==> src/rtl/axi_pkg.sv <==
// Shared AXI4 constants, helpers and the burst reader state type.
package axi_pkg;

  localparam logic [1:0] BURST_INCR    = 2'b01;
  localparam logic [1:0] RESP_OKAY     = 2'b00;
  localparam logic [3:0] CACHE_DEFAULT = 4'b0011;
  localparam int         BOUNDARY_4K   = 4096;

  typedef enum logic [1:0] {IDLE, ADDR, DATA, DRAIN} reader_state_t;

  function automatic logic [2:0] size_of(input int data_w);
    return 3'($clog2(data_w / 8));
  endfunction

endpackage

==> src/rtl/sync_fifo.sv <==
// Single-clock FIFO with occupancy count; pushes when full and pops when empty are dropped.
module sync_fifo #(
  parameter int DEPTH = 32,
  parameter int WIDTH = 32
) (
  input  logic                     clock,
  input  logic                     aresetn,
  input  logic                     push,
  input  logic [WIDTH-1:0]         push_data,
  input  logic                     pop,
  output logic [WIDTH-1:0]         pop_data,
  output logic                     empty,
  output logic                     full,
  output logic [$clog2(DEPTH):0]   count
);

  localparam int AW = $clog2(DEPTH);
  localparam logic [AW-1:0] PTR_ONE = 1;
  localparam logic [AW:0]   CNT_ONE = 1;

  logic [WIDTH-1:0] mem [DEPTH];
  logic [AW-1:0]    wr_ptr;
  logic [AW-1:0]    rd_ptr;
  logic [AW:0]      count_q;
  logic             do_push;
  logic             do_pop;

  assign do_push = push && !full;
  assign do_pop  = pop && !empty;

  always_ff @(posedge clock or negedge aresetn) begin
    if (!aresetn) begin
      wr_ptr  <= '0;
      rd_ptr  <= '0;
      count_q <= '0;
    end else begin
      if (do_push) wr_ptr <= wr_ptr + PTR_ONE;
      if (do_pop)  rd_ptr <= rd_ptr + PTR_ONE;
      case ({do_push, do_pop})
        2'b10:   count_q <= count_q + CNT_ONE;
        2'b01:   count_q <= count_q - CNT_ONE;
        default: count_q <= count_q;
      endcase
    end
  end

  // Storage needs no reset; the pointers define what is valid.
  always_ff @(posedge clock) begin
    if (do_push) mem[wr_ptr] <= push_data;
  end

  assign pop_data = mem[rd_ptr];
  assign empty    = (count_q == '0);
  assign full     = (count_q == (AW + 1)'(DEPTH));
  assign count    = count_q;

endmodule

==> src/rtl/axi_burst_reader.sv <==
// AXI4 read initiator: splits a block read into 4 KB-safe INCR bursts and
// streams the returned words out through a decoupling FIFO.
module axi_burst_reader
  import axi_pkg::*;
#(
  parameter int ADDR_W     = 32,
  parameter int DATA_W     = 32,
  parameter int LEN_W      = 16,
  parameter int MAX_BURST  = 16,
  parameter int FIFO_DEPTH = 32
) (
  input  logic              clock,
  input  logic              aresetn,
  input  logic              io_start,
  input  logic [ADDR_W-1:0] io_base,
  input  logic [LEN_W-1:0]  io_len,
  output logic              io_busy,
  output logic              io_done,
  output logic              io_err,
  output logic              io_axi_ar_valid,
  input  logic              io_axi_ar_ready,
  output logic [ADDR_W-1:0] io_axi_ar_bits_addr,
  output logic [7:0]        io_axi_ar_bits_len,
  output logic [2:0]        io_axi_ar_bits_size,
  output logic [1:0]        io_axi_ar_bits_burst,
  output logic [3:0]        io_axi_ar_bits_cache,
  output logic [2:0]        io_axi_ar_bits_prot,
  output logic              io_axi_ar_bits_lock,
  output logic [3:0]        io_axi_ar_bits_qos,
  output logic [3:0]        io_axi_ar_bits_region,
  input  logic              io_axi_r_valid,
  output logic              io_axi_r_ready,
  input  logic [DATA_W-1:0] io_axi_r_bits_data,
  input  logic [1:0]        io_axi_r_bits_resp,
  input  logic              io_axi_r_bits_last,
  output logic              io_out_valid,
  input  logic              io_out_ready,
  output logic [DATA_W-1:0] io_out_bits
);

  localparam logic [2:0] SIZE = size_of(DATA_W);
  localparam int CW   = $clog2(FIFO_DEPTH) + 1;
  localparam int CMPW = (CW > 9) ? CW : 9;

  reader_state_t     state_q, state_d;
  logic [ADDR_W-1:0] addr_q;
  logic [LEN_W-1:0]  remaining_q;
  logic [8:0]        beat_cnt_q;
  logic              busy_q, done_q, err_q;

  logic [12:0]       to_4k;
  logic [8:0]        cand;
  logic [8:0]        beats;
  logic [CW-1:0]     fifo_count;
  logic [CW-1:0]     free_slots;
  logic              fifo_empty, fifo_full;
  logic              ar_hs, r_hs, pop;

  // Burst size: limited by what is left, MAX_BURST, and the distance to the next 4 KB page.
  always_comb begin
    to_4k = (13'(BOUNDARY_4K) - {1'b0, addr_q[11:0]}) >> SIZE;
    if (remaining_q > LEN_W'(MAX_BURST)) cand = 9'(MAX_BURST);
    else                                 cand = remaining_q[8:0];
    if (to_4k < {4'b0000, cand}) beats = to_4k[8:0];
    else                         beats = cand;
  end

  assign free_slots = CW'(FIFO_DEPTH) - fifo_count;

  always_comb begin
    state_d         = state_q;
    io_axi_ar_valid = 1'b0;
    io_axi_r_ready  = 1'b0;
    case (state_q)
      IDLE: if (io_start && io_len != '0) state_d = ADDR;
      ADDR: begin
        // Free space only grows while waiting here, so ar_valid cannot drop before ar_ready.
        io_axi_ar_valid = (CMPW'(free_slots) >= CMPW'(beats));
        if (io_axi_ar_valid && io_axi_ar_ready) state_d = DATA;
      end
      DATA: begin
        io_axi_r_ready = !fifo_full;
        if (r_hs && beat_cnt_q == 9'd1) state_d = (remaining_q != '0) ? ADDR : DRAIN;
      end
      DRAIN: if (pop && fifo_count == CW'(1)) state_d = IDLE;
      default: state_d = IDLE;
    endcase
  end

  assign ar_hs = io_axi_ar_valid && io_axi_ar_ready;
  assign r_hs  = io_axi_r_valid && io_axi_r_ready;
  assign pop   = io_out_valid && io_out_ready;

  always_ff @(posedge clock or negedge aresetn) begin
    if (!aresetn) state_q <= IDLE;
    else          state_q <= state_d;
  end

  always_ff @(posedge clock or negedge aresetn) begin
    if (!aresetn) begin
      addr_q      <= '0;
      remaining_q <= '0;
      beat_cnt_q  <= '0;
      busy_q      <= 1'b0;
      done_q      <= 1'b0;
      err_q       <= 1'b0;
    end else begin
      done_q <= 1'b0;
      case (state_q)
        IDLE: if (io_start) begin
          err_q       <= 1'b0;
          addr_q      <= io_base;
          remaining_q <= io_len;
          if (io_len == '0) done_q <= 1'b1;
          else              busy_q <= 1'b1;
        end
        ADDR: if (ar_hs) begin
          addr_q      <= addr_q + (ADDR_W'(beats) << SIZE);
          remaining_q <= remaining_q - LEN_W'(beats);
          beat_cnt_q  <= beats;
        end
        DATA: if (r_hs) begin
          beat_cnt_q <= beat_cnt_q - 9'd1;
          if (io_axi_r_bits_resp != RESP_OKAY ||
              io_axi_r_bits_last != (beat_cnt_q == 9'd1))
            err_q <= 1'b1;
        end
        DRAIN: if (pop && fifo_count == CW'(1)) begin
          done_q <= 1'b1;
          busy_q <= 1'b0;
        end
        default: ;
      endcase
    end
  end

  sync_fifo #(
    .DEPTH (FIFO_DEPTH),
    .WIDTH (DATA_W)
  ) u_fifo (
    .clock     (clock),
    .aresetn   (aresetn),
    .push      (r_hs),
    .push_data (io_axi_r_bits_data),
    .pop       (pop),
    .pop_data  (io_out_bits),
    .empty     (fifo_empty),
    .full      (fifo_full),
    .count     (fifo_count)
  );

  assign io_out_valid          = !fifo_empty;
  assign io_busy               = busy_q;
  assign io_done               = done_q;
  assign io_err                = err_q;
  assign io_axi_ar_bits_addr   = addr_q;
  assign io_axi_ar_bits_len    = 8'(beats - 9'd1);
  assign io_axi_ar_bits_size   = SIZE;
  assign io_axi_ar_bits_burst  = BURST_INCR;
  assign io_axi_ar_bits_cache  = CACHE_DEFAULT;
  assign io_axi_ar_bits_prot   = 3'b000;
  assign io_axi_ar_bits_lock   = 1'b0;
  assign io_axi_ar_bits_qos    = 4'b0000;
  assign io_axi_ar_bits_region = 4'b0000;

endmodule
==> config.mk <==
export PLATFORM = sky130hd
export DESIGN_NAME = axi_burst_reader
export DESIGN_NICKNAME = d
export VERILOG_FILES = /design/src/rtl/axi_pkg.sv /design/src/rtl/sync_fifo.sv /design/src/rtl/axi_burst_reader.sv
export SDC_FILE = /design/constraint.sdc
export NUM_CORES = 1
export LEC_CHECK = 0
export CORE_ASPECT_RATIO = 1.75
export CORE_MARGIN = 10
export CORE_UTILIZATION = 60
export CTS_BUF_LIST = sky130_fd_sc_hd__clkbuf_8
export DETAILED_ROUTE_END_ITERATION = 8
export DONT_BUFFER_PORTS = 1
export HOLD_SLACK_MARGIN = 0.03
export PLACE_DENSITY_LB_ADDON = 0.3
export RECOVER_POWER = 25
export SLEW_MARGIN = 10
export SYNTH_ARGS = -nofsm -noshare
export SYNTH_HDL_FRONTEND = slang
export SYNTH_SLANG_ARGS = --single-unit
==> constraint.sdc <==
create_clock -name clock -period 8.29 [get_ports clock]
set_input_delay 1.2435 -clock clock [delete_from_list [all_inputs] [get_ports clock]]
set_output_delay 1.2435 -clock clock [all_outputs]
set_load 0.02 [all_outputs]
==> metrics.cfg, run 1 <==
[outcome]
outcome = complete, no violations

[clock_tree]
clk-insertion-delay-late_ns = 0.81
tritoncts = built
htree_levels = 4
clkSinkCount = 1102
root_buffer = clkbuf_8
cts_inserted_buffers = 150
cts_buffer_depth = 3
clk_pin_slew_worst_paths_ns = 0.06

[global_routing]
grt_first_pass_wirelength_mm = 162
track_usage_pct = 25.2
grt_max_degree = 156
first_global_vias = 24200
gr-total-overflow = 0
antenna_found_initial = 1

[die]
core-area_um2 = 75100
start_util_pct = 60.4
dieArea_um2 = 87400
ioPinCount = 188
die_w_um = 228
rows = 133
die_y_um = 384

[sta]
fin_ws_ns = 0.444
relSlewSlack_pct = 26.7
finalSetupViolCount = 0
worst_hold_slack_ns = 0.124
hold_viol = 0
fin_worst_skew_ns = 0.0333
fmax_mhz = 127
fin_crit_ns = 7.85
min_period_over_period_pct = 94.6
tightest_slew_ns = 1.10
setup_tns_ns = 0
rsz0062_at_grt = no
drv_slew = 0

[routing]
drt_pre_antenna_iters = 5
antenna_left = 0
avgRoutedWirePerCell_um = 31.2
drc = 0
first_iter_violations = 2609
routed_wl_mm = 109
viasPerCell = 6.60
routed-via-count = 23100

[placed_design]
io_buffers = 0
gp_congestion = 0.935
post-dp-hpwl_mm = 61.9
place_ws_ns = 0.851

[setup_path]
startpoint_type = flip-flop
rrSetupSlack_ns = 1.40
path_max_fanout = 5
cp.arrival_ns = 6.60
end_kind = primary output
worstSetupPathType = reg2out
worstPathRequired_ns = 7.05

[synth]
yosysWarnings = 0
syn_area_um2 = 45300
async_reset_ff_share_pct = 7.08
ys_ff_latch = 1102
ys.flop_type = edfxtp_1
synth.lib_cells_used.distinct = 79
synth_edf_count = 1024
syn_inst = 2278
yosysSeqAreaShare_pct = 72.1
avgSynthCellArea_um2 = 19.9

[pwr]
irDropWorstVdd_mv = 0.244
powerDensity_nw_per_um2 = 338
power.leakage_uw = 0.0161

[cells_and_area]
mostFrequentLayoutCells = 1024 x edfxtp_1, 320 x mux4_2, 154 x clkbuf_8
final_common_cell = edfxtp_1
drive_above_1_share_pct = 26.9
area_growth_pct = 9.29
final_nets = 2505

[worst_hold_path]
min_path_type = in2async

[run]
cap_violations = 0

sequential cells by signal (all words and copies together) (netlist names):
| name | count |
|---|---|
| io_axi_ar_bits_addr | 32 |
| io_done | 1 |
| u_fifo.rd_ptr | 5 |
| beat_cnt_q | 9 |
| u_fifo.mem | 1024 |
| u_fifo.wr_ptr | 5 |
| io_busy | 1 |
| remaining_q | 16 |
| io_err | 1 |
| u_fifo.count | 6 |
| state_q | 2 |
metrics by stage:
stage	power [uW]	util, %	cells	area (um^2)
4_1_cts	16900	66.0	3487	49500
5_1_grt	17500	66.0	3492	49600
3_3_place_gp	12900	62.3	3225	46700
3_5_place_dp	13000	62.3	3225	46700
6_report	16700	66.0	3492	49600
2_1_floorplan	11500	-	2301	45400
final timing paths:
path | startpoint | endpoint | depth (start not counted)
setup / recovery | remaining_q[12]$_DFFE_PN0P_ | io_axi_ar_valid | 19
hold / removal | aresetn | beat_cnt_q[6]$_DFFE_PN0P_ | 0
setup reg to reg | remaining_q[12]$_DFFE_PN0P_ | remaining_q[12]$_DFFE_PN0P_ | 21
hold reg to reg | beat_cnt_q[1]$_DFFE_PN0P_ | beat_cnt_q[1]$_DFFE_PN0P_ | 2
max in group asynchronous | aresetn | io_axi_ar_bits_addr[29]$_DFFE_PN0P_ | 0
min in group clock | beat_cnt_q[1]$_DFFE_PN0P_ | beat_cnt_q[1]$_DFFE_PN0P_ | 2
critical path, stage by stage, from the launching register on:
cell,delay (ns)
dfrtp_1,0.41
or4_4,0.59
or4_4,0.59
nor3_2,0.22
inv_1,0.10
ha_1,0.29
and2_1,0.17
a2111oi_4,0.46
a41oi_1,0.36
nor3_4,0.39
mux2i_1,0.47
ha_1,0.30
nand2b_1,0.14
a21o_1,0.20
and2_0,0.16
nand2b_1,0.15
o22ai_1,0.29
nor2_1,0.09
a31oi_1,0.24
nor2_1,0.16
layer usage:
layer	part of all wire, %	vias up	global-route usage [%]
met2	54	1176	44.1
met1	35	12100	30.3
met5	0	-	0
met4	3.2	0	9.88
met3	7.9	212	5.51
li1	-	9554	-
cells in the mapped netlist (all sizes together) (7+ instances only):
cell,number,area (um^2)
mux2,35,394
a21oi,47,239
a31oi,10,77.6
nor4,19,119
edfxtp,1024,30700
nand4,14,87.6
mux4,320,7210
o21ai,46,238
o22ai,10,62.6
mux2i,14,140
or4,10,86.3
nand2b,11,68.8
or2,10,62.6
xor2,13,114
dfrtp,78,1950
a22o,7,61.3
o31ai,7,66.3
clkbuf,83,312
buf,56,328
and2,12,75.1
o211ai,7,52.6
inv,45,169
nand3,29,145
a21o,18,135
or3,7,48.8
nand2,74,280
and3,13,81.3
xnor2,28,245
nor3,23,125
nor2,75,282
ha,45,563
a22oi,10,75.1
power by group:
| group | total (uW) | switching (uW) | internal (uW) |
|---|---|---|---|
| registers | 6900 | 585 | 6310 |
| clock network | 3900 | 1950 | 1950 |
| logic | 5950 | 3220 | 2730 |
| total | 16700 | 5750 | 11000 |
what timing repair did:
| item | in CTS | in global routing |
|---|---|---|
| setup buffers | 0 | 4 |
| gates resized for setup | 1 | 1 |
| hold buffers | 0 | 0 |
| hold endpoints to repair | 0 | 0 |
| pin swaps | 0 | 1 |
| setup endpoints to repair | 1 | 1 |
logic make-up after synthesis:
kind of cell / synth area share [%]
flip-flops: 72.1
multiplexers: 17.1
AND/OR/NAND/NOR: 3.64
AO/OA/AOI/OAI: 3.23
buffers and inverters: 1.78
adder cells (fa/ha/maj): 1.35
XOR/XNOR: 0.792
other: 0.0166
area by class of cell:
class,instances,area [um^2]
flip-flops and latches,1102,32700
fillers,4712,25500
multi-input cells,1015,12200
clock buffers,154,2120
well taps,1012,1270
clock inverters,108,656
repair buffers,55,450
inverters,45,169
diodes,1,2.50
Power figures use the tool's default switching activity.
==> run 2, diff against run 1 <==
--- a/config.mk
+++ b/config.mk
@@ -6,7 +6,7 @@
 export NUM_CORES = 1
 export LEC_CHECK = 0
 export CORE_ASPECT_RATIO = 1.75
-export CORE_MARGIN = 10
+export CORE_MARGIN = 5
 export CORE_UTILIZATION = 60
 export CTS_BUF_LIST = sky130_fd_sc_hd__clkbuf_8
 export DETAILED_ROUTE_END_ITERATION = 8
@@ -14,7 +14,6 @@
 export HOLD_SLACK_MARGIN = 0.03
 export PLACE_DENSITY_LB_ADDON = 0.3
 export RECOVER_POWER = 25
-export SLEW_MARGIN = 10
 export SYNTH_ARGS = -nofsm -noshare
 export SYNTH_HDL_FRONTEND = slang
 export SYNTH_SLANG_ARGS = --single-unit
==> run 2 against run 1 <==
  * Final area is 0.19% lower
  * Largest cell class unchanged
  * Clock-buffer cell count is 1 lower
  * Sequential power is 0.6% lower
  * Via count hardly changed
==> metrics.cfg, run 2 (synthesized netlist as in run 1, its figures left out) <==
[clock_tree]
postCtsSetupRepairBufs = 0
tritoncts = built
cts_inserted_buffers = 149
clk_pin_slew_worst_paths_ns = 0.07
clkSinkCount = 1102
clk-insertion-delay-late_ns = 0.81
root_buffer = clkbuf_8
cts_buffer_depth = 3
htree_levels = 4

[routing]
avgRoutedWirePerCell_um = 30.3
routed-via-count = 23100
routed_wl_mm = 106
drt_pre_antenna_iters = 5
antenna_left = 0
viasPerCell = 6.61
first_iter_violations = 2587
drc = 0

[sta]
setup_tns_ns = 0
fin_crit_ns = 7.84
relSlewSlack_pct = 25.8
rsz0062_at_grt = no
drv_slew = 0
fmax_mhz = 128
min_period_over_period_pct = 94.5
fin_worst_skew_ns = 0.0303
finalSetupViolCount = 0
tightest_slew_ns = 1.11
hold_viol = 0

[die]
ioPinCount = 188
core-area_um2 = 75100
die_y_um = 374
dieArea_um2 = 81400
rows = 133
start_util_pct = 60.4
die_w_um = 218

[cells_and_area]
final_nets = 2497
top_register = u_fifo.mem
area_growth_pct = 9.08
fill_cells = 4761
multiInputGateArea_um2 = 12200
final_common_cell = edfxtp_1
drive_above_1_share_pct = 26.4
stdcell_count = 3490
mostFrequentLayoutCells = 1024 x edfxtp_1, 320 x mux4_2, 153 x clkbuf_8
seqCellArea_um2 = 32700
largest_reg_flops = 1024

[pwr]
finalPower_uw = 16600
power.leakage_uw = 0.0160
powerDensity_nw_per_um2 = 336
irDropWorstVdd_mv = 0.288

[global_routing]
track_usage_pct = 26.3
grt_first_pass_wirelength_mm = 156
first_global_vias = 23900
gr-total-overflow = 0
antenna_found_initial = 1
grt_max_degree = 172

[setup_path]
worstSetupPathType = reg2out
rrSetupSlack_ns = 1.06
path_delay_family = simple AND/OR/NAND/NOR gates
cp.arrival_ns = 6.59
end_kind = primary output
slowest_delay_ns = 0.59
startpoint_type = flip-flop
worstPathRequired_ns = 7.05
path_cells = or4_4 > or4_4 > nor3_2 > inv_1 > ha_1 > and2_1 > a2111oi_4 > a41oi_1 > nor3_4 > mux2i_1 > ha_1 > nand2b_1 > a21o_1 > and2_0 > nand2b_1 > o22ai_1 > nor2_1 > a31oi_1 > nor2_1
path_buf_inv = 1
crit_slowest_cell = or4_4
path_max_fanout = 8

[placed_design]
post-dp-hpwl_mm = 61.8
placed_cells = 3221
gp_congestion = 0.896
io_buffers = 0

[outcome]
outcome = complete, no violations

[worst_hold_path]
min_path_type = in2async

[run]
cap_violations = 0

-- run 2: changes by cell type in the layout (fill, tap and decap cells not counted), sizes merged --
cell         change
clkinv          +17
inv             -11
buf              -8
bufinv           -2
clkinvlp         +2
clkbuf           -1
dlygate4sd3      +1
-- run 2: final cells by class --
| class | instances | area share, % |
|---|---|---|
| Inverter | 45 | 0.341 |
| Multi-Input combinational cell | 1015 | 24.6 |
| Timing Repair Buffer | 48 | 0.809 |
| Tap cell | 1012 | 2.56 |
| Sequential cell | 1102 | 66.1 |
| Antenna cell | 1 | 0.00506 |
| Clock inverter | 114 | 1.28 |
| Clock buffer | 153 | 4.26 |
-- run 2: repair_timing --
item                                   4_1_cts  5_1_grt
hold buffers                                 1        0
setup endpoints to repair                    0        1
resized for setup                            0        1
endpoints found under the hold margin        2        0
-- run 2: worst reg2reg max path: cells and delay by family (launching register included) --
kind,cells,cell delay [ns]
adders and majority gates,2,0.65
buffers and inverters,2,0.30
muxes,1,0.71
and+or+nand+nor,9,3.50
DFF,1,0.41
AOI/OAI and AO/OA,4,1.55
-- run 2: final timing paths --
check,startpoint,depth (start not counted),end
setup / recovery,remaining_q[12]$_DFFE_PN0P_,19,io_axi_ar_valid
hold / removal,aresetn,0,u_fifo.count[3]$_DFFE_PN0P_
setup reg to reg,remaining_q[12]$_DFFE_PN0P_,18,io_axi_ar_bits_addr[25]$_DFFE_PN0P_
hold reg to reg,beat_cnt_q[1]$_DFFE_PN0P_,2,beat_cnt_q[1]$_DFFE_PN0P_
max in group asynchronous,aresetn,1,u_fifo.rd_ptr[2]$_DFFE_PN0P_
min in group clock,beat_cnt_q[1]$_DFFE_PN0P_,2,beat_cnt_q[1]$_DFFE_PN0P_
-- run 2: stage by stage --
step	hold WS [ns]	setup slack (ns)	area [um^2]	util (%)
2_1_floorplan	0.450	1.92	45400	-
3_3_place_gp	0.475	1.16	46700	62.2
3_5_place_dp	0.490	1.03	46700	62.2
4_1_cts	0.0305	0.201	49500	65.9
5_1_grt	0.0608	0.00310	49500	65.9
6_report	0.131	0.452	49500	65.9
-- run 2: where the power goes --
group          internal [uW]  switching, uW
logic                   2700           3230
registers               6320            549
clock network           1880           1950
-- run 2: routing by layer --
layer / up-vias / wire (um) / track usage [%]
met2: 1154 / 57600 / 46.3
met3: 211 / 8160 / 5.68
li1: 9563 / - / -
met1: 12100 / 36400 / 32.2
met5: - / 0 / 0
met4: 0 / 3760 / 9.59
